File: src/rtl/mul_cmd_sequencer_pkg.sv
// Shared opcode, field-position and FSM-state definitions for the multiply command sequencer.
// Also carries the array geometry used by the downstream multiply controller.
package mul_cmd_sequencer_pkg;

   localparam int Row_num = 8;
   localparam int Col_num = 8;

   localparam int INSTR_W   = 32;
   localparam int OPC_HI    = 31;
   localparam int OPC_LO    = 30;
   localparam int FLAG_BIT  = 29;
   localparam int LS_CMD_W  = 7;
   localparam int CMP_CMD_W = 25;

   localparam logic [1:0] OP_NOP  = 2'b00;
   localparam logic [1:0] OP_LDST = 2'b01;
   localparam logic [1:0] OP_CMP  = 2'b10;
   localparam logic [1:0] OP_BAR  = 2'b11;

   localparam logic [2:0] ST_IDLE      = 3'd0;
   localparam logic [2:0] ST_DECODE    = 3'd1;
   localparam logic [2:0] ST_LS_ISSUE  = 3'd2;
   localparam logic [2:0] ST_LS_WAIT   = 3'd3;
   localparam logic [2:0] ST_CMP_ISSUE = 3'd4;
   localparam logic [2:0] ST_BARRIER   = 3'd5;

   typedef struct packed {
      logic [1:0]           opcode;
      logic                 flag;
      logic [3:0]           rsvd;
      logic [CMP_CMD_W-1:0] payload;
   } instr_t;

endpackage

File: src/rtl/mul_cmd_sequencer_if.sv
// Host instruction handshake plus the load/store and compute channels to the multiply controller.
// slave is the sequencer's view; master is the host/controller side.
interface mul_cmd_sequencer_if;
   import mul_cmd_sequencer_pkg::*;

   logic                 instr_valid;
   logic                 instr_ready;
   logic [INSTR_W-1:0]   instr_data;
   logic                 ExLdSt_valid;
   logic [LS_CMD_W-1:0]  ExLdSt_command;
   logic                 Compute_valid;
   logic [CMP_CMD_W-1:0] Compute_command;
   logic                 Compute_ready;
   logic                 F_in;

   modport slave (
      input  instr_valid, instr_data, Compute_ready,
      output instr_ready, ExLdSt_valid, ExLdSt_command, Compute_valid, Compute_command, F_in
   );

   modport master (
      output instr_valid, instr_data, Compute_ready,
      input  instr_ready, ExLdSt_valid, ExLdSt_command, Compute_valid, Compute_command, F_in
   );

endinterface

File: src/rtl/mul_cmd_sequencer_cmd_fifo.sv
// Instruction buffer: pointer-based FIFO, data visible at dout the cycle after a push lands.
// Push is ignored while full, pop ignored while empty; push and pop together keep the occupancy.
module cmd_fifo #(
   parameter int FIFO_DEPTH = 4,
   parameter int WIDTH      = 32
) (
   input  logic             clk,
   input  logic             rst_n,
   input  logic             push,
   input  logic             pop,
   input  logic [WIDTH-1:0] din,
   output logic [WIDTH-1:0] dout,
   output logic             full,
   output logic             empty
);
   localparam int AW = $clog2(FIFO_DEPTH);
   localparam logic [AW:0] PTR_ONE = 1;

   logic [WIDTH-1:0] mem [FIFO_DEPTH];
   logic [AW:0]      wptr;
   logic [AW:0]      rptr;
   logic             do_push;
   logic             do_pop;

   assign do_push = push && !full;
   assign do_pop  = pop && !empty;

   // The extra MSB distinguishes a full buffer from an empty one when the index bits match.
   assign empty = (wptr == rptr);
   assign full  = (wptr[AW] != rptr[AW]) && (wptr[AW-1:0] == rptr[AW-1:0]);
   assign dout  = mem[rptr[AW-1:0]];

   always_ff @(posedge clk) begin
      if (!rst_n) begin
         wptr <= '0;
         rptr <= '0;
      end else begin
         if (do_push) wptr <= wptr + PTR_ONE;
         if (do_pop)  rptr <= rptr + PTR_ONE;
      end
   end

   always_ff @(posedge clk) begin
      if (do_push) mem[wptr[AW-1:0]] <= din;
   end

endmodule

File: src/rtl/mul_cmd_sequencer.sv
// Buffers host instructions and issues them as load/store strobes or compute requests; 3 cycles push-to-strobe minimum.
// instr_ready drops while the buffer is full; compute requests hold until Compute_ready.
module mul_cmd_sequencer
   import mul_cmd_sequencer_pkg::*;
#(
   parameter int FIFO_DEPTH = 4,
   parameter int LS_GAP     = 2
) (
   input  logic                  clk,
   input  logic                  rst_n,
   mul_cmd_sequencer_if.slave    bus,
   output logic                  seq_idle,
   output logic [15:0]           issued_cnt
);
   localparam logic [3:0] GAP_LAST = (LS_GAP > 0) ? 4'(LS_GAP - 1) : 4'd0;

   logic [2:0]           state;
   instr_t               instr_q;
   logic [3:0]           gap_cnt;
   logic                 bar_seen;
   logic [15:0]          cnt_q;
   logic [CMP_CMD_W-1:0] cmp_cmd_q;
   logic                 flag_q;
   logic                 fifo_full;
   logic                 fifo_empty;
   logic                 fifo_pop;
   logic [INSTR_W-1:0]   fifo_dout;
   logic                 rsvd_unused;

   assign fifo_pop        = (state == ST_IDLE) && !fifo_empty;
   assign bus.instr_ready = !fifo_full;

   cmd_fifo #(
      .FIFO_DEPTH (FIFO_DEPTH),
      .WIDTH      (INSTR_W)
   ) u_cmd_fifo (
      .clk   (clk),
      .rst_n (rst_n),
      .push  (bus.instr_valid && !fifo_full),
      .pop   (fifo_pop),
      .din   (bus.instr_data),
      .dout  (fifo_dout),
      .full  (fifo_full),
      .empty (fifo_empty)
   );

   // Reserved instruction bits carry no meaning for the sequencer.
   assign rsvd_unused = ^instr_q.rsvd;

   always_ff @(posedge clk) begin
      if (!rst_n) begin
         state     <= ST_IDLE;
         instr_q   <= '0;
         gap_cnt   <= '0;
         bar_seen  <= 1'b0;
         cnt_q     <= '0;
         cmp_cmd_q <= '0;
         flag_q    <= 1'b0;
      end else begin
         case (state)
            ST_IDLE: begin
               if (!fifo_empty) begin
                  instr_q <= instr_t'(fifo_dout);
                  state   <= ST_DECODE;
               end
            end
            ST_DECODE: begin
               case (instr_q.opcode)
                  OP_LDST: begin
                     flag_q <= instr_q.flag;
                     state  <= ST_LS_ISSUE;
                  end
                  OP_CMP: begin
                     flag_q    <= instr_q.flag;
                     cmp_cmd_q <= instr_q.payload;
                     state     <= ST_CMP_ISSUE;
                  end
                  OP_BAR: begin
                     bar_seen <= 1'b0;
                     state    <= ST_BARRIER;
                  end
                  default: state <= ST_IDLE;
               endcase
            end
            ST_LS_ISSUE: begin
               cnt_q   <= cnt_q + 16'd1;
               gap_cnt <= '0;
               state   <= (LS_GAP == 0) ? ST_IDLE : ST_LS_WAIT;
            end
            ST_LS_WAIT: begin
               if (gap_cnt == GAP_LAST) state <= ST_IDLE;
               else                     gap_cnt <= gap_cnt + 4'd1;
            end
            ST_CMP_ISSUE: begin
               if (bus.Compute_ready) begin
                  cnt_q <= cnt_q + 16'd1;
                  state <= ST_IDLE;
               end
            end
            ST_BARRIER: begin
               // Release needs two back-to-back ready cycles; any gap restarts the count.
               if (!bus.Compute_ready) begin
                  bar_seen <= 1'b0;
               end else if (bar_seen) begin
                  bar_seen <= 1'b0;
                  state    <= ST_IDLE;
               end else begin
                  bar_seen <= 1'b1;
               end
            end
            default: state <= ST_IDLE;
         endcase
      end
   end

   assign bus.ExLdSt_valid    = (state == ST_LS_ISSUE);
   assign bus.ExLdSt_command  = (state == ST_LS_ISSUE) ? instr_q.payload[LS_CMD_W-1:0] : '0;
   assign bus.Compute_valid   = (state == ST_CMP_ISSUE);
   assign bus.Compute_command = cmp_cmd_q;
   assign bus.F_in            = flag_q;
   assign seq_idle            = fifo_empty && (state == ST_IDLE);
   assign issued_cnt          = cnt_q;

endmodule

File: src/flat_wrapper.sv
// flat-port wrapper written by rule: the top's interface ports become plain ports
module mul_cmd_sequencer_flat import mul_cmd_sequencer_pkg::*;
#(
   parameter int FIFO_DEPTH = 4,
   parameter int LS_GAP     = 2
)
  (clk, rst_n, seq_idle, issued_cnt, bus_instr_valid, bus_instr_data, bus_Compute_ready, bus_instr_ready, bus_ExLdSt_valid, bus_ExLdSt_command, bus_Compute_valid, bus_Compute_command, bus_F_in);
  mul_cmd_sequencer_if bus_i ();
  input  logic clk;
  input  logic rst_n;
  output logic seq_idle;
  output logic [15:0] issued_cnt;
  input wire logic [$bits(bus_i.instr_valid)-1:0] bus_instr_valid;
  input wire logic [$bits(bus_i.instr_data)-1:0] bus_instr_data;
  input wire logic [$bits(bus_i.Compute_ready)-1:0] bus_Compute_ready;
  output wire logic [$bits(bus_i.instr_ready)-1:0] bus_instr_ready;
  output wire logic [$bits(bus_i.ExLdSt_valid)-1:0] bus_ExLdSt_valid;
  output wire logic [$bits(bus_i.ExLdSt_command)-1:0] bus_ExLdSt_command;
  output wire logic [$bits(bus_i.Compute_valid)-1:0] bus_Compute_valid;
  output wire logic [$bits(bus_i.Compute_command)-1:0] bus_Compute_command;
  output wire logic [$bits(bus_i.F_in)-1:0] bus_F_in;
  assign bus_i.instr_valid = bus_instr_valid;
  assign bus_i.instr_data = bus_instr_data;
  assign bus_i.Compute_ready = bus_Compute_ready;
  assign bus_instr_ready = bus_i.instr_ready;
  assign bus_ExLdSt_valid = bus_i.ExLdSt_valid;
  assign bus_ExLdSt_command = bus_i.ExLdSt_command;
  assign bus_Compute_valid = bus_i.Compute_valid;
  assign bus_Compute_command = bus_i.Compute_command;
  assign bus_F_in = bus_i.F_in;
  mul_cmd_sequencer #(.FIFO_DEPTH(FIFO_DEPTH), .LS_GAP(LS_GAP)) u_core (.clk(clk), .rst_n(rst_n), .bus(bus_i), .seq_idle(seq_idle), .issued_cnt(issued_cnt));
endmodule
File: config.mk
export PLATFORM = sky130hd
export DESIGN_NAME = mul_cmd_sequencer_flat
export DESIGN_NICKNAME = d
export VERILOG_FILES = /design/src/rtl/mul_cmd_sequencer_pkg.sv /design/src/rtl/mul_cmd_sequencer_if.sv /design/src/rtl/mul_cmd_sequencer_cmd_fifo.sv /design/src/rtl/mul_cmd_sequencer.sv /design/src/flat_wrapper.sv
export SDC_FILE = /design/constraint.sdc
export NUM_CORES = 1
export LEC_CHECK = 0
export ABC_AREA = 1
export CORE_ASPECT_RATIO = 1.25
export CORE_MARGIN = 2
export CORE_UTILIZATION = 40
export CTS_BUF_LIST = sky130_fd_sc_hd__clkbuf_16
export DETAILED_ROUTE_END_ITERATION = 12
export PLACE_DENSITY = 0.6
export SLEW_MARGIN = 20
export SYNTH_ARGS = -nofsm -noshare
export SYNTH_HDL_FRONTEND = slang
export SYNTH_SLANG_ARGS = --single-unit
File: constraint.sdc
create_clock -name clk -period 7.4 [get_ports clk]
set_input_delay 1.11 -clock clk [delete_from_list [all_inputs] [get_ports clk]]
set_output_delay 1.11 -clock clk [all_outputs]
set_load 0.02 [all_outputs]
# [Yosys cells after proc, flatten, opt, wreduce, memory -nomap -nowiden]
# Memories as Yosys holds them, arrays and structs flattened. A register that Yosys moved wholly into a read port is not among the register bits.
# Index checks and enable logic that the tools add are counted.
[word_totals] regBits=56 ramBits=128 output_inout_bits=53 wordCells=72 n_memories=1
[memory_table] memory="u_core.u_cmd_fifo.mem" depth=4 width=32 rd=1 rd_ports_with_merged_regs=1 wr=1 line="mul_cmd_sequencer_cmd_fifo.sv:19" source="logic [WIDTH-1:0] mem [FIFO_DEPTH];"
[classes] addsub=4 n_eq_ne=19 mux=18 n_bitwise=1 reduce_logical=21
[ops] cell="one-hot mux 16 bit (2 select lines)" count=1
[ops] cell="one-hot mux 3 bit (6 select lines)" count=1
[ops] cell="adder 16 x 1 -> 16 bit, second input constant" count=1
[ops] cell="2-to-1 mux 16 bit" count=1
[ops] cell="2-to-1 mux 3 bit" count=5
[ops] cell="AND reduction 2 bit" count=6
[ops] cell="one-hot mux 3 bit (3 select lines)" count=1
[ops] cell="inequality test 2 bit, second input constant" count=4
[ops] cell="one-hot mux 4 bit (2 select lines)" count=1
[ops] cell="2-to-1 mux 7 bit" count=1
[ops] cell="adder 3 x 1 -> 3 bit, second input constant" count=2
[ops] cell="== test 3 x 2 -> 1 bit, second input constant" count=2
[ops] cell="== test 3 bit, second input constant" count=2
[ops] cell="logical AND 1 bit" count=6
[ops] cell="inequality test 2 x 1 -> 1 bit, second input constant" count=3
[ops] cell="nonzero test 2 bit" count=3
[ops] cell="2-to-1 mux 1 bit" count=5
[ops] cell="AND reduction 5 bit" count=1
[ops] cell="adder 4 x 1 -> 4 bit, second input constant" count=1
[ops] cell="== test 2 bit, second input constant" count=2
[ops] cell="== test 4 x 1 -> 1 bit, second input constant" count=1
[ops] cell="2-to-1 mux 4 bit" count=1
[ops] cell="== test 3 x 1 -> 1 bit, second input constant" count=1
[ops] cell="== test 3 bit" count=1
[ops] cell="8 further kinds" count=10

# [Depth between registers and ports, before layout]
[depth] word_depth=7 mapped_depth=10 depth_no_buf=9

# [Hierarchy]
# From an unflattened synthesis, not the netlist that was laid out.
[unflattened] cells_unflattened=831 hier_area_um2=8511.9
[modules_own_cells] module="cmd_fifo" instances=1 cells_per_inst=383 area_per_inst_um2=5226.3 seq_area_each_um2=4003.8
[modules_own_cells] module="mul_cmd_sequencer" instances=1 cells_per_inst=448 area_per_inst_um2=3285.7 seq_area_each_um2=1561.5

# [Least setup slack after synthesis]
# Ideal clock, no wire load.
[synth_timing] path_kind="input port to flip-flop" start="input port bus_instr_valid" end="memory u_core.u_cmd_fifo.mem[0][0] (enable)" setup_time_ns=0.413 t_arrival_ns=2.459 t_required_ns=6.987 path_slack_ns=4.528 cell_stages=2 path_buffers=0 path_cell_list="nand2_1 nor2_1"
[synth_between] elab_chain_len=4
[synth_rtl] item="from (decl)" line="flat_wrapper.sv:13" source="input wire logic [$bits(bus_i.instr_valid)-1:0] bus_instr_valid;"
[synth_rtl] item="logical AND 1 bit" line="mul_cmd_sequencer.sv:39" source=".push (bus.instr_valid && !fifo_full),"
[synth_rtl] item="logical AND 1 bit" line="mul_cmd_sequencer_cmd_fifo.sv:25" source="assign do_push = push && !full;"
[synth_rtl] item="2-to-1 mux 1 bit" line="mul_cmd_sequencer_cmd_fifo.sv:44" source="if (do_push) mem[wptr[AW-1:0]] <= din;"
[synth_rtl] item="2-to-1 mux 1 bit (not written as such)" line="mul_cmd_sequencer_cmd_fifo.sv:44"
[synth_rtl] item="to (decl)" line="mul_cmd_sequencer_cmd_fifo.sv:19"
# No other way between the ends.

# [Worst setup path in the final report]
[layout_timing] start="register u_core.u_cmd_fifo.rptr[0]" end="output port seq_idle"
[layout_between] elab_chain_len=2
[layout_rtl] item="from (decl)" line="mul_cmd_sequencer_cmd_fifo.sv:21" source="logic [AW:0] rptr;"
[layout_rtl] item="from (signal assigned)" line="mul_cmd_sequencer_cmd_fifo.sv:39" source="if (do_pop) rptr <= rptr + PTR_ONE;"
[layout_rtl] item="== test 3 bit" line="mul_cmd_sequencer_cmd_fifo.sv:29" source="assign empty = (wptr == rptr);"
[layout_rtl] item="logical AND 1 bit" line="mul_cmd_sequencer.sv:121" source="assign seq_idle = fifo_empty && (state == ST_IDLE);"
[layout_rtl] item="to (decl)" line="flat_wrapper.sv:11" source="output logic seq_idle;"
# No other way between the ends.

==> flow_metrics.py <==
metrics = {
    "sta": {
        "slew_violations": 0,
        "hold_viol_final": 0,
        "fmax_mhz": 289,
        "worst_slew_pin_slew_ns": 0.973,
        "setup_violations": 0,
        "finalCriticalPeriod_ns": 3.46,
        "fin_tns_setup_ns": 0,
        "relSlewSlack_pct": 34.7,
        "rsz0062_at_grt": "no",
        "holdWs_ns": 0.459,
        "fin_skew_ns": 0.00974,
        "period_share_pct": 46.8,
    },
    "layout": {
        "drive_above_1_share_pct": 6.50,
        "syn2layout_area_growth_pct": 19.5,
        "layout.cells.most_common": "nor2_1",
        "num_antenna_cells": 0,
        "final_cells": 1142,
        "final_cell_mix": "181 x nor2_1, 118 x o21ai_0, 112 x edfxtp_1, 89 x nand2_1",
        "nets": 913,
        "finalCoreUtilization_pct": 48.6,
    },
    "floorplanning": {
        "boundaryPins": 89,
        "rows": 57,
        "dieArea_um2": 20900,
        "core-area_um2": 19400,
        "chipWidth_um": 130,
        "die_height_um": 161,
        "start_util_pct": 40.6,
    },
    "synthesis": {
        "synth-simple-area-share_pct": 15.8,
        "synth_cell_types": 32,
        "avgSynthCellArea_um2": 9.88,
        "synth-seq-cells": 196,
        "synth_async_sr_flop_share_pct": 0,
        "yosysSeqAreaShare_pct": 64.0,
        "synth_fa_ha_area_share_pct": 1.90,
        "synth_cells": 798,
        "synth_ff_type": "edfxtp_1",
        "synthMuxAreaShare_pct": 0,
        "synth_compound_area_share_pct": 11.5,
        "yosysWarningCount": 0,
        "synth-edff-count": 112,
        "syn_area_um2": 7890,
        "synth_nets": 846,
        "yosys.area_share.xor_xnor_pct": 0.889,
        "synth_top_family_by_area": "simple AND/OR/NAND/NOR gates",
    },
    "placement": {
        "place_inst": 1111,
        "dp.final_hpwl_um": 9610,
        "portBuffers": 84,
        "routabilityCongestion": 0.798,
    },
    "setup_path": {
        "startpoint": "u_core.u_cmd_fifo.rptr[0]",
        "worstSetupStartpointType": "flop",
        "arrival_ns": 2.35,
        "crit_fanout": 60,
        "rr_startpoint": "u_core.u_cmd_fifo.rptr[0]",
        "crit_type": "reg2out",
        "endpoint_kind": "primary output",
        "required_ns": 6.29,
    },
    "clock_network": {
        "cts_resized": 0,
        "cts_made_buffers": 17,
        "tritoncts": "done",
        "holdBufCountCts": 0,
        "cts_sinks": 196,
        "cts_setup_buffers": 0,
        "root_buffer": "clkbuf_16",
        "clk_latency_ns": 0.43,
        "clk_pin_slew_ns": 0.07,
        "cts_max_path_buffers": 2,
        "ctsHtreeMaxLevel": 4,
    },
    "power": {
        "leakage_nw": 3.38,
        "power_density_nw_per_um2": 329,
        "vdd_ir_drop_max_mv": 0.180,
    },
    "job": {
        "maxCapViolations": 0,
    },
    "global_routing": {
        "grt_pass1_wl_um": 24300,
        "grt_max_degree": 61,
        "antenna_found_initial": 0,
        "grt_overflow_total": 0,
        "grt_pass1_vias": 4884,
        "grt_use_total_pct": 15.1,
    },
    "status": {
        "outcome": "finished clean",
    },
    "route": {
        "ant_nets": 0,
        "drt_wl_total_um": 15300,
        "routed_wire_length_per_instance_um": 13.4,
        "first_iter_violations": 289,
        "drt-pass1-iter-count": 5,
        "vias": 5374,
        "post-route-drc-count": 0,
        "vias_per_cell": 4.71,
    },
    "min_path": {
        "hp-class": "reg2reg",
        "min_from": "u_core.instr_q[8]",
    },
}
==> per-stage QoR <==
step | setup slack [ns] | power (mW) | area [um^2]
after floorplan | 4.53 | 2.08 | 7890
after global placement | 4.26 | 2.24 | 8850
after detailed placement | 4.27 | 2.25 | 8850
after CTS | 3.90 | 3.14 | 9420
after global routing | 3.72 | 3.31 | 9420
final | 3.94 | 3.10 | 9420
==> metal layers <==
layer / up-vias / routed length [um] / track usage, %
met1: 2453 / 7060 / 19.0
met2: 116 / 7460 / 25.2
li1: 2797 / - / -
met3: 8 / 690 / 3.58
met5: - / 0 / 0
met4: 0 / 131 / 5.52
==> final cells by class <==
type / instances / area, um^2
Tap cell: 265 / 332
Inverter: 54 / 203
Sequential cell: 196 / 5040
Clock buffer: 17 / 425
Clock inverter: 14 / 140
Fill cell: 1869 / 9980
Timing Repair Buffer: 89 / 878
Multi-Input combinational cell: 507 / 2400
==> synthesized netlist by cell type (2+ instances only) <==
cell        n  area [um^2]
a21oi_1    40          200
buf_2      13         65.1
buf_4       4         30.0
buf_6       7         78.8
clkbuf_1   14         52.6
dfxtp_1    84         1680
edfxtp_1  112         3360
ha_1       12          150
inv_1      46          173
inv_2       8         30.0
nand2_1    89          334
nand2_4     2         22.5
nand3_1    18         90.1
nand3_2     2         20.0
nand4_1     5         31.3
nor2_1    185          694
nor3_1      3         15.0
o21ai_0   118          591
o21ai_1    16         80.1
or2_2       2         12.5
xnor2_1     4         35.0
xor2_1      4         35.0
==> registers in the layout, summed over array words and instances, names as in the netlist <==
signal                      cells
u_core.bar_seen                 1
u_core.bus.Compute_command     25
u_core.bus.F_in                 1
u_core.gap_cnt                  4
u_core.instr_q                 28
u_core.issued_cnt              16
u_core.state                    3
u_core.u_cmd_fifo.mem         112
u_core.u_cmd_fifo.rptr          3
u_core.u_cmd_fifo.wptr          3
==> critical path, stage by stage, from the launching register on <==
cell and delay [ns]:
dfxtp_1 0.31, buf_4 0.49, inv_2 0.07, nand2_1 0.07, nand2_1 0.06, nor2_2 0.13
nand3_1 0.13, inv_1 0.08, clkdlybuf4s50_1 0.60
==> cells by family after synthesis <==
logic type	Yosys count
adders and majority gates	12
buffers and inverters	95
xor gates and xnor gates	8
DFF	196
AOI/OAI and AO/OA	178
and+or+nand+nor	309
==> worst paths after layout <==
| check | endpoint | slack [ns] | depth (start not counted) |
|---|---|---|---|
| min reg2reg | u_core.bus.Compute_command[8] | 0.46 | 2 |
| min | u_core.bus.Compute_command[8] | 0.46 | 2 |
| max reg2reg | u_core.u_cmd_fifo.mem[1][15] | 4.75 | 7 |
| max | seq_idle | 3.94 | 8 |
==> where the power goes <==
| group | total, mW | internal [mW] | leakage, nW | switching, mW |
|---|---|---|---|---|
| sequential | 1.37 | 1.30 | 1.71 | 0.0731 |
| combinational | 0.849 | 0.276 | 1.39 | 0.573 |
| clock | 0.885 | 0.474 | 0.282 | 0.410 |
Power figures use the tool's default switching activity.
